--- config.mk ---
export PLATFORM = sky130hd
export DESIGN_NAME = sar_value_finder
export DESIGN_NICKNAME = d
export VERILOG_FILES = /design/src/rtl/sar_value_finder.sv
export SDC_FILE = /design/constraint.sdc
export NUM_CORES = 1
export LEC_CHECK = 0
export CAP_MARGIN = 20
export CORE_MARGIN = 2
export CORE_UTILIZATION = 35
export CTS_CLUSTER_SIZE = 20
export DETAILED_ROUTE_END_ITERATION = 10
export PLACE_DENSITY = 0.7
export REMOVE_ABC_BUFFERS = 1
export SLEW_MARGIN = 20
export SYNTH_ARGS = -nofsm -noshare
export SYNTH_HDL_FRONTEND = slang
export SYNTH_SLANG_ARGS = --single-unit
--- constraint.sdc ---
create_clock -name clk -period 3.7 [get_ports clk]
set_input_delay 0.37 -clock clk [delete_from_list [all_inputs] [get_ports clk]]
set_output_delay 0.37 -clock clk [all_outputs]
set_load 0.05 [all_outputs]
--- src/rtl/sar_value_finder.sv ---
// Successive-approximation search engine: drives trial values into a magnitude
// comparator and converges on the hidden target MSB first.
module sar_value_finder #(
    parameter int WIDTH = 3,
    parameter int CW    = 2
) (
    input  logic             clk,
    input  logic             rst_n,
    input  logic             start,
    input  logic             aGTb,
    input  logic             aEQb,
    input  logic             aLTb,
    output logic [WIDTH-1:0] guess,
    output logic             busy,
    output logic             done,
    output logic             error,
    output logic [WIDTH-1:0] result,
    output logic [CW-1:0]    probes
);

    localparam int IW = (WIDTH > 1) ? $clog2(WIDTH) : 1;
    localparam logic [WIDTH-1:0] MSB_ONLY = {1'b1, {(WIDTH-1){1'b0}}};
    localparam logic [IW-1:0]    TOP_BIT  = IW'(WIDTH - 1);

    typedef enum logic [1:0] {
        S_IDLE,
        S_PROBE,
        S_DONE
    } state_t;

    state_t           state_q, state_d;
    logic [WIDTH-1:0] guess_q, guess_d;
    logic [WIDTH-1:0] result_q, result_d;
    logic [IW-1:0]    bit_q, bit_d;
    logic [CW-1:0]    probes_q, probes_d;
    logic             error_q, error_d;

    logic             flags_onehot;
    logic [IW-1:0]    bit_dn;
    logic [WIDTH-1:0] trial;

    always_comb begin
        flags_onehot = ({aGTb, aEQb, aLTb} == 3'b100) ||
                       ({aGTb, aEQb, aLTb} == 3'b010) ||
                       ({aGTb, aEQb, aLTb} == 3'b001);
        bit_dn = bit_q - IW'(1);
        // Current guess with the bit under test resolved by the GT/LT answer.
        trial         = guess_q;
        trial[bit_q]  = aGTb;
    end

    always_comb begin
        state_d  = state_q;
        guess_d  = guess_q;
        result_d = result_q;
        bit_d    = bit_q;
        probes_d = probes_q;
        error_d  = error_q;

        case (state_q)
            S_IDLE: begin
                if (start) begin
                    state_d  = S_PROBE;
                    guess_d  = MSB_ONLY;
                    bit_d    = TOP_BIT;
                    probes_d = '0;
                end
            end

            S_PROBE: begin
                probes_d = probes_q + CW'(1);
                if (!flags_onehot) begin
                    error_d  = 1'b1;
                    result_d = '0;
                    state_d  = S_DONE;
                end else if (aEQb) begin
                    error_d  = 1'b0;
                    result_d = guess_q;
                    state_d  = S_DONE;
                end else if (bit_q == '0) begin
                    error_d  = 1'b0;
                    result_d = trial;
                    state_d  = S_DONE;
                end else begin
                    guess_d         = trial;
                    guess_d[bit_dn] = 1'b1;
                    bit_d           = bit_dn;
                end
            end

            S_DONE: begin
                state_d = S_IDLE;
            end

            default: begin
                state_d = S_IDLE;
            end
        endcase
    end

    always_ff @(posedge clk or negedge rst_n) begin
        if (!rst_n) begin
            state_q  <= S_IDLE;
            guess_q  <= '0;
            result_q <= '0;
            bit_q    <= '0;
            probes_q <= '0;
            error_q  <= 1'b0;
        end else begin
            state_q  <= state_d;
            guess_q  <= guess_d;
            result_q <= result_d;
            bit_q    <= bit_d;
            probes_q <= probes_d;
            error_q  <= error_d;
        end
    end

    assign guess  = guess_q;
    assign busy   = (state_q == S_PROBE);
    assign done   = (state_q == S_DONE);
    assign error  = error_q;
    assign result = result_q;
    assign probes = probes_q;

endmodule

==> results.ini, run 1 <==
[outcome]
status = completed

[global_routing]
grt_pass1_wl_mm = 2.57
antenna_found_initial = 0
grt_use_met1_pct = 17.1
met2_usage_pct = 22.6
grt_usage_pct = 14.1
grt_pass1_vias = 564
grt_use_met3_pct = 0.893
grt_max_degree = 14
busiest_layer = met2
grt.overflow.total = 0

[drt]
routed_wl_mm = 1.58
wl_per_cell_um = 12.6
vias_per_cell = 5.13
antenna_left = 0
first_iter_violations = 7
vias = 646
drc_errors = 0
dr.pass1.iters = 4

[synth]
muxShareOfSynthArea_pct = 0
yosysWarnings = 0
syn-instance-count = 81
synth_top_family_by_area = simple AND/OR/NAND/NOR gates
ys_async_sr_fraction_pct = 100
yosys_most_used_dff = dfrtp_1
synthAdderAreaFrac_pct = 8.29
synth_cell_type_count = 27
synth_edf_count = 0
synth_compound_area_share_pct = 19.4
ys_ff_latch = 13
syn_avg_cell_area_um2 = 9.31
yosys.area_share.simple_pct = 23.7
synthXorXnorAreaFrac_pct = 2.32
synth.cell_area_um2 = 754
seq_area_frac_synth_pct = 43.1

[clock_tree]
post_cts_buffers = 0
cts_tree = built
cts_resized = 0
root_buffer = clkbuf_4
clock-sinks = 13
clk_latency_ns = 0.28
path_clk_slew_ns = 0.08
cts_max_level = 1
clockBufferDepth = 2
cts_made_buffers = 3
ctsHoldBuffers = 0

[die]
rows = 16
die_height_um = 50.4
ioPinCount = 17
dieWidth_um = 50.4
initial_core_util_pct = 37.7
core_area_um2 = 2000
dieArea_um2 = 2540

[final_layout]
final_core_util_pct = 48.3
nFillCells = 202
final_layout_size_suffix_gt1_share_pct = 7.07
syn_to_final_growth_pct = 28.0
diodes = 0
finalNetCount = 111

[timing]
slew_headroom_pct = 59.4
finalSetupTns_ns = 0
period_share_pct = 61.5
fmax_mhz = 440
rsz0062_at_grt = false
hold_viol = 0
slew_viol_final = 0
fin_skew_ns = 0.00783
tightestPinTransition_ns = 0.607
min_period_ns = 2.27
setup-violations-final = 0

[worst_setup_path]
crit_chain = nand2b_1 > clkinv_1 > clkdlybuf4s50_1
slowest_stage = clkdlybuf4s50_1
cp-end-kind = output port
critPathLaunchType = flop
path_class = flop to output port
cpLargestDelayFamily = buffers and inverters
required_ns = 3.33
cpPeakStageDelay_ns = 0.81
critPathArrivalTime_ns = 1.90
critPathBufInv = 2
path_max_fanout = 5

[pwr]
power_leakage_uw = 0.000389
combinationalPowerShare_pct = 59.7
cellPowerDensity_nw_per_um2 = 865
switchingPower_uw = 419
p_sw_share_pct = 50.1
ir_drop_mv = 0.390
p_clk_share_pct = 10.5
intPower_uw = 416
p_seq_share_pct = 29.8

[placed_design]
finalWeightedCongestion = 0.810
detailed_place_hpwl_mm = 1.18
port_buffers = 16

[run]
drv_cap = 0

[min_path]
hold_class = primary input to asynchronous set/reset pin

[worst reg2reg max path: cells and delay by family, from the launching register on]
family / cells / cell delay, ns
simple gates: 1 / 0.46
compound gates: 2 / 0.37
fa+ha+maj: 1 / 0.33
flops: 1 / 0.41
buf+inv: 1 / 0.11
[final cells by class]
type	count	area (um2)	area share, %
Clock buffer	4	26.3	2.72
Multi-Input combinational cell	62	405	42.0
Tap cell	27	33.8	3.50
Inverter	4	15.0	1.55
Timing Repair Buffer	16	160	16.6
Sequential cell	13	325	33.7
[flip-flops by register name, indices dropped and copies added (netlist names)]
| signal | flops |
|---|---|
| probes | 2 |
| state_q | 2 |
| result | 3 |
| guess | 3 |
| bit_q | 2 |
| error | 1 |
[cells in the final DEF, fill, tap and decap left out, drive strengths merged, types with 2 or more instances in the layout]
| cell | n |
|---|---|
| xnor2 | 2 |
| nor3 | 3 |
| nand2b | 3 |
| a31oi | 4 |
| dfrtp | 13 |
| o21ai | 5 |
| clkdlybuf4s50 | 16 |
| nand2 | 3 |
| clkbuf | 4 |
| ha | 5 |
| nor3b | 3 |
| nand3 | 4 |
| a21oi | 5 |
| nor2 | 13 |
| o21bai | 3 |
| inv | 3 |
[layer usage]
layer | routed length, um | part of all wire, %
met5 | 0 | 0
met1 | 722 | 46
met3 | 52 | 3.3
met2 | 748 | 47
met4 | 60 | 3.8
[Yosys cell counts, drive strengths merged, types with 4 or more instances]
cell   instances  area, um2
o21ai          5       25.0
a31oi          4       25.0
ha             5       62.6
nor2          13       48.8
a21oi          5       25.0
dfrtp         13        325
nand3          4       20.0
[power groups by stage]
stage	sequential, uW	clock [uW]	combinational, uW
after detailed placement	253	0	501
after global routing	260	98.2	535
after floorplan	393	0	205
after CTS	249	92.4	503
final	249	87.7	498
after global placement	250	0	495
[cells by family after synthesis]
family,after synthesis
adder cells (fa/ha/maj),5
AND/OR/NAND/NOR,33
buffers and inverters,6
AO/OA/AOI/OAI,22
flip-flops,13
XOR/XNOR,2
[path summary, 6_finish.rpt]
check | startpoint | end | slack [ns] | cells past startpoint
hold reg to reg | probes[1] | probes[1] | 0.50 | 1
min in group clk | probes[1] | probes[1] | 0.50 | 1
setup reg to reg | bit_q[0] | guess[1] | 1.93 | 5
setup / recovery | state_q[1] | busy | 1.43 | 3
hold / removal | rst_n | error | 0.46 | 1
max in group asynchronous | rst_n | result[1] | 2.84 | 1
[stage by stage]
step / hold WS [ns] / setup slack [ns] / cell area (um2) / power [uW] / cells
finish: 0.465 / 1.43 / 966 / 835 / 126
global route: 0.516 / 1.36 / 966 / 893 / 126
CTS: 0.481 / 1.42 / 966 / 845 / 126
detailed placement: 0.481 / 1.67 / 940 / 754 / 122
global placement: 0.475 / 1.71 / 940 / 745 / 122
floorplan: 0.0744 / 2.11 / 746 / 598 / 79
No activity file was read; power rests on OpenSTA's default activity.
==> inputs of run 2 (changes only) <==
PLACE_DENSITY = 0.72   (was 0.7)
clock period = 1.9 ns   (was 3.7 ns; I/O delays follow)
==> run 2 against run 1 <==
Compared with the run above:
- non-clock buffer count increased by 2
- critical path depth decreased by 1
- via count decreased by 2.5%
- core utilization increased by 0.63 points
- register-to-register slack worse by 1.8 ns
- clock skew shrank 0.0060 ns
- total power increased by 95%
- design area is 1.3% higher
- final cell count up 1.6%
- wire length fell by 1.6%
- hold slack got worse by 0.18 ns
- critical endpoint is now done
==> results.ini, run 2 (synthesis gave the netlist of run 1 again) <==
[min_path]
hold_class = primary input to asynchronous set/reset pin

[placed_design]
dp.cells = 124  ; +1.6%
placedInstanceArea_um2 = 952  ; +1.3%
finalWeightedCongestion = 0.825  ; +1.8%
detailed_place_hpwl_mm = 1.18  ; +0.54%
port_buffers = 16  ; unchanged

[timing]
period_share_pct = 94.8
holdWs_ns = 0.287  ; -0.178 ns
fmax_mhz = 555
tightestPinTransition_ns = 0.602  ; -0.00533 ns
slew_headroom_pct = 59.8  ; +0.36 points
fin_skew_ns = 0.00188  ; -0.00595 ns
rsz0062_at_grt = false
hold_viol = 0  ; unchanged
min_period_ns = 1.80
finalSetupTns_ns = 0  ; unchanged
setup-violations-final = 0  ; unchanged
slew_viol_final = 0  ; unchanged

[worst_setup_path]
path_max_fanout = 4  ; -1
path_class = flop to output port
critPathLaunchType = flop
required_ns = 1.71  ; -1.62 ns
critPathArrivalTime_ns = 1.61  ; -0.29 ns
cp-end-kind = output port

[clock_tree]
post_cts_buffers = 0  ; unchanged
clk_latency_ns = 0.27  ; about the same
cts_tree = built
cts_max_level = 1  ; unchanged
path_clk_slew_ns = 0.08  ; about the same
ctsHoldBuffers = 0  ; unchanged
cts_resized = 0  ; unchanged
root_buffer = clkbuf_4
clock-sinks = 13  ; unchanged
clockBufferDepth = 2  ; unchanged
cts_made_buffers = 3  ; unchanged

[final_layout]
fin_area_um2 = 978  ; +1.3%
nFillCells = 191  ; -5.4%
syn_to_final_growth_pct = 29.7
final_core_util_pct = 48.9  ; +0.63 points
layoutNonFillerInstCount = 128  ; +1.6%
diodes = 0  ; unchanged
finalNetCount = 113  ; +1.8%
final_cell_mix = clkdlybuf4s50_1 (15), nor2_1 (13), dfrtp_1 (13)
layout_commonest_cell = clkdlybuf4s50_1
final_layout_size_suffix_gt1_share_pct = 9.90  ; +2.8 points

[run]
drv_cap = 0  ; unchanged

[drt]
vias_per_cell = 4.92  ; -4.0%
first_iter_violations = 8  ; +1
dr.pass1.iters = 4  ; unchanged
antenna_left = 0  ; unchanged
drc_errors = 0  ; unchanged
vias = 630  ; -2.5%
wl_per_cell_um = 12.2  ; -3.1%
routed_wl_mm = 1.56  ; -1.6%

[outcome]
status = completed

[global_routing]
grt_pass1_wl_mm = 2.73  ; +6.5%
antenna_found_initial = 0  ; unchanged
grt_pass1_vias = 602  ; +6.7%
grt.overflow.total = 0  ; unchanged
grt_usage_pct = 14.6  ; +0.46 points
grt_max_degree = 14  ; unchanged

[pwr]
ir_drop_mv = 0.789  ; +100%
power_leakage_uw = 0.000401  ; +2.8%
cellPowerDensity_nw_per_um2 = 1670  ; +93%

[die]
dieArea_um2 = 2540  ; unchanged
die_height_um = 50.4  ; unchanged
ioPinCount = 17  ; unchanged
core_area_um2 = 2000  ; unchanged
dieWidth_um = 50.4  ; unchanged
initial_core_util_pct = 37.7  ; unchanged
rows = 16  ; unchanged

[run 2: through the flow]
stage               total power, uW  setup slack [ns]
finish                         1630            0.0992
global route                   1730           0.00800
CTS                            1650            0.0829
detailed placement             1470             0.112
global placement               1450             0.202
floorplan                      1160             0.308
[run 2: worst max-delay path, stage by stage, from the launching register on]
cell             delay (ns)
dfrtp_1                0.39
nor2b_1                0.14
clkdlybuf4s50_1        0.80
[run 2: area by class of cell]
type / instances / area (um2) / area share (%)
clock buffers: 4 / 26.3 / 2.69
inverters: 4 / 15.0 / 1.53
multi-input cells: 62 / 405 / 41.4
flip-flops and latches: 13 / 325 / 33.2
well taps: 27 / 33.8 / 3.45
repair buffers: 18 / 173 / 17.6
[run 2: path summary, 6_finish.rpt]
kind | slack [ns] | to | depth (start not counted) | from
min in group clk | 0.51 | probes[1] | 1 | probes[1]
worst max register to register | 0.17 | guess[1] | 5 | bit_q[0]
worst min-delay path | 0.29 | result[0] | 1 | rst_n
max in group asynchronous | 1.22 | bit_q[1] | 1 | rst_n
worst min register to register | 0.51 | probes[1] | 1 | probes[1]
worst max-delay path | 0.1 | done | 2 | state_q[1]
[run 2: routing by layer]
layer  vias up  track usage [%]  share of wire, %  wire (um)
li1        327                -                 -          -
met1       288             18.2                47        731
met2        13             22.8                48        745
met3         2             5.36               4.0         63
met4         0             5.41               1.2         19
met5         -                0                 0          0
[run 2: power breakdown]
part | switching, uW | leakage [uW] | internal, uW
registers | 96.3 | 0.000158 | 393
logic | 633 | 0.000227 | 337
clock network | 90.3 | 0.0000150 | 81.4
==> inputs of run 3 (changes only) <==
CORE_UTILIZATION = 36   (was 35)
PLACE_DENSITY = 0.74   (was 0.72)
==> run 3 against run 2 <==
Compared with the run above:
- core utilization is 1.0 points higher
- design area stayed put
- non-clock buffer count stayed put
- clock skew is 0.0045 ns higher
- combinational power hardly changed
- die area is 2.6% lower
- total power hardly changed
- sequential cell count stayed put
- critical path type unchanged
- critical endpoint unchanged
==> results.ini, run 3 (synthesis gave the netlist of run 1 again) <==
[pwr]
cellPowerDensity_nw_per_um2 = 1670  ; about the same
power_leakage_uw = 0.000400  ; about the same
ir_drop_mv = 0.820  ; +3.9%
finalPower_uw = 1630  ; about the same

[placed_design]
placedInstanceArea_um2 = 952  ; unchanged
port_buffers = 16  ; unchanged
detailed_place_hpwl_mm = 1.20  ; +1.6%
finalWeightedCongestion = 0.835  ; +1.2%

[final_layout]
final_cell_mix = clkdlybuf4s50_1 (15), nor2_1 (13), dfrtp_1 (13)
fin_area_um2 = 978  ; unchanged
syn_to_final_growth_pct = 29.7  ; unchanged
layout_commonest_cell = clkdlybuf4s50_1
regArea_um2 = 325  ; unchanged
final_layout_size_suffix_gt1_share_pct = 9.90  ; unchanged
nFillCells = 195  ; +2.1%
finalNetCount = 113  ; unchanged
diodes = 0  ; unchanged
multi_input_area_um2 = 405  ; unchanged

[worst_setup_path]
path_max_fanout = 4  ; unchanged
crit_chain = nor2b_1 > clkdlybuf4s50_1
required_ns = 1.71  ; about the same
critPathLaunchType = flop
cp-end-kind = output port
critPathBufInv = 1  ; unchanged
critPathArrivalTime_ns = 1.61  ; about the same
slowest_stage = clkdlybuf4s50_1
cpPeakStageDelay_ns = 0.80  ; about the same
r2r-end = guess[1]
rr_worst_depth = 5  ; unchanged
r2r-start = bit_q[0]
reg2reg_slack_ns = 0.25  ; +0.08 ns
path_class = flop to output port
cpLargestDelayFamily = buffers and inverters

[global_routing]
grt_use_met3_pct = 4.85  ; -0.51 points
grt.overflow.total = 0  ; unchanged
grt_use_met1_pct = 17.7  ; -0.54 points
grt_pass1_vias = 613  ; +1.8%
grt_usage_pct = 15.2  ; +0.66 points
grt_pass1_wl_mm = 2.76  ; +1.0%
busiest_layer = met2
antenna_found_initial = 0  ; unchanged
grt_max_degree = 14  ; unchanged
met2_usage_pct = 24.0  ; +1.2 points

[timing]
tightestPinTransition_ns = 0.597  ; -0.00497 ns
holdWs_ns = 0.276  ; -0.0110 ns
min_period_ns = 1.80  ; -0.00337 ns
fin_skew_ns = 0.00634  ; +0.00446 ns
period_share_pct = 94.6  ; -0.18 points
rsz0062_at_grt = false
slew_viol_final = 0  ; unchanged
fmax_mhz = 556  ; +0.19%
finalSetupTns_ns = 0  ; unchanged
slew_headroom_pct = 60.1  ; +0.33 points
hold_viol = 0  ; unchanged
setup-violations-final = 0  ; unchanged

[drt]
drc_errors = 0  ; unchanged
antenna_left = 0  ; unchanged
wl_per_cell_um = 12.1  ; -0.45%
vias_per_cell = 5.07  ; +3.0%
first_iter_violations = 19  ; +11
dr.pass1.iters = 4  ; unchanged
routed_wl_mm = 1.55  ; -0.45%
vias = 649  ; +3.0%

[clock_tree]
clk_latency_ns = 0.28  ; about the same
clockBufferDepth = 2  ; unchanged
cts_resized = 0  ; unchanged
path_clk_slew_ns = 0.08  ; about the same
clock-sinks = 13  ; unchanged
cts_made_buffers = 3  ; unchanged
ctsHoldBuffers = 0  ; unchanged
root_buffer = clkbuf_4
cts_max_level = 1  ; unchanged
post_cts_buffers = 0  ; unchanged
cts_tree = built

[die]
dieArea_um2 = 2480  ; -2.6%
initial_core_util_pct = 38.5  ; +0.77 points
rows = 16  ; unchanged
ioPinCount = 17  ; unchanged
core_area_um2 = 1960  ; -2.0%
dieWidth_um = 49.8  ; -1.3%
die_height_um = 49.8  ; -1.3%

[run]
drv_cap = 0  ; unchanged

[min_path]
hold_class = primary input to asynchronous set/reset pin

[outcome]
status = completed

## run 3: cell counts in the layout (fill, tap and decap cells not counted)
No cell type changed its count.
## run 3: routing by layer
metal	up-vias	part of all wire, %	wire length, um
met3	4	5.5	85
met1	301	45	698
li1	325	-	-
met4	0	2.6	41
met5	-	0	0
met2	19	47	727
## run 3: power breakdown
| group | leakage (uW) | internal (uW) | switching [uW] |
|---|---|---|---|
| Combinational | 0.000227 | 335 | 634 |
| Clock | 0.0000150 | 81.6 | 93.1 |
| Sequential | 0.000158 | 393 | 94.7 |
| Total | 0.000400 | 810 | 822 |
## run 3: worst max path at each step
stage	startpoint	endpoint	slack, ns	cells past startpoint
after floorplan	state_q[0]	result[0]	0.31	5
after global placement	aLTb	result[1]	0.19	5
after detailed placement	aLTb	guess[1]	0.12	5
after CTS	state_q[0]	done	0.1	2
after global routing	state_q[1]	done	0.02	2
final	state_q[1]	done	0.10	2
## run 3: metrics by stage
step                utilization (%)  cells  setup slack (ns)
floorplan                         -     79             0.308
global placement               48.5    124             0.193
detailed placement             48.5    124             0.116
CTS                            49.9    128            0.0982
global route                   49.9    128            0.0194
finish                         49.9    128             0.103
## run 3: area by class of cell
cell class	count	share of cell area, %
Clock buffer	4	2.69
Inverter	4	1.53
Multi-Input combinational cell	62	41.4
Sequential cell	13	33.2
Tap cell	27	3.45
Timing Repair Buffer	18	17.6
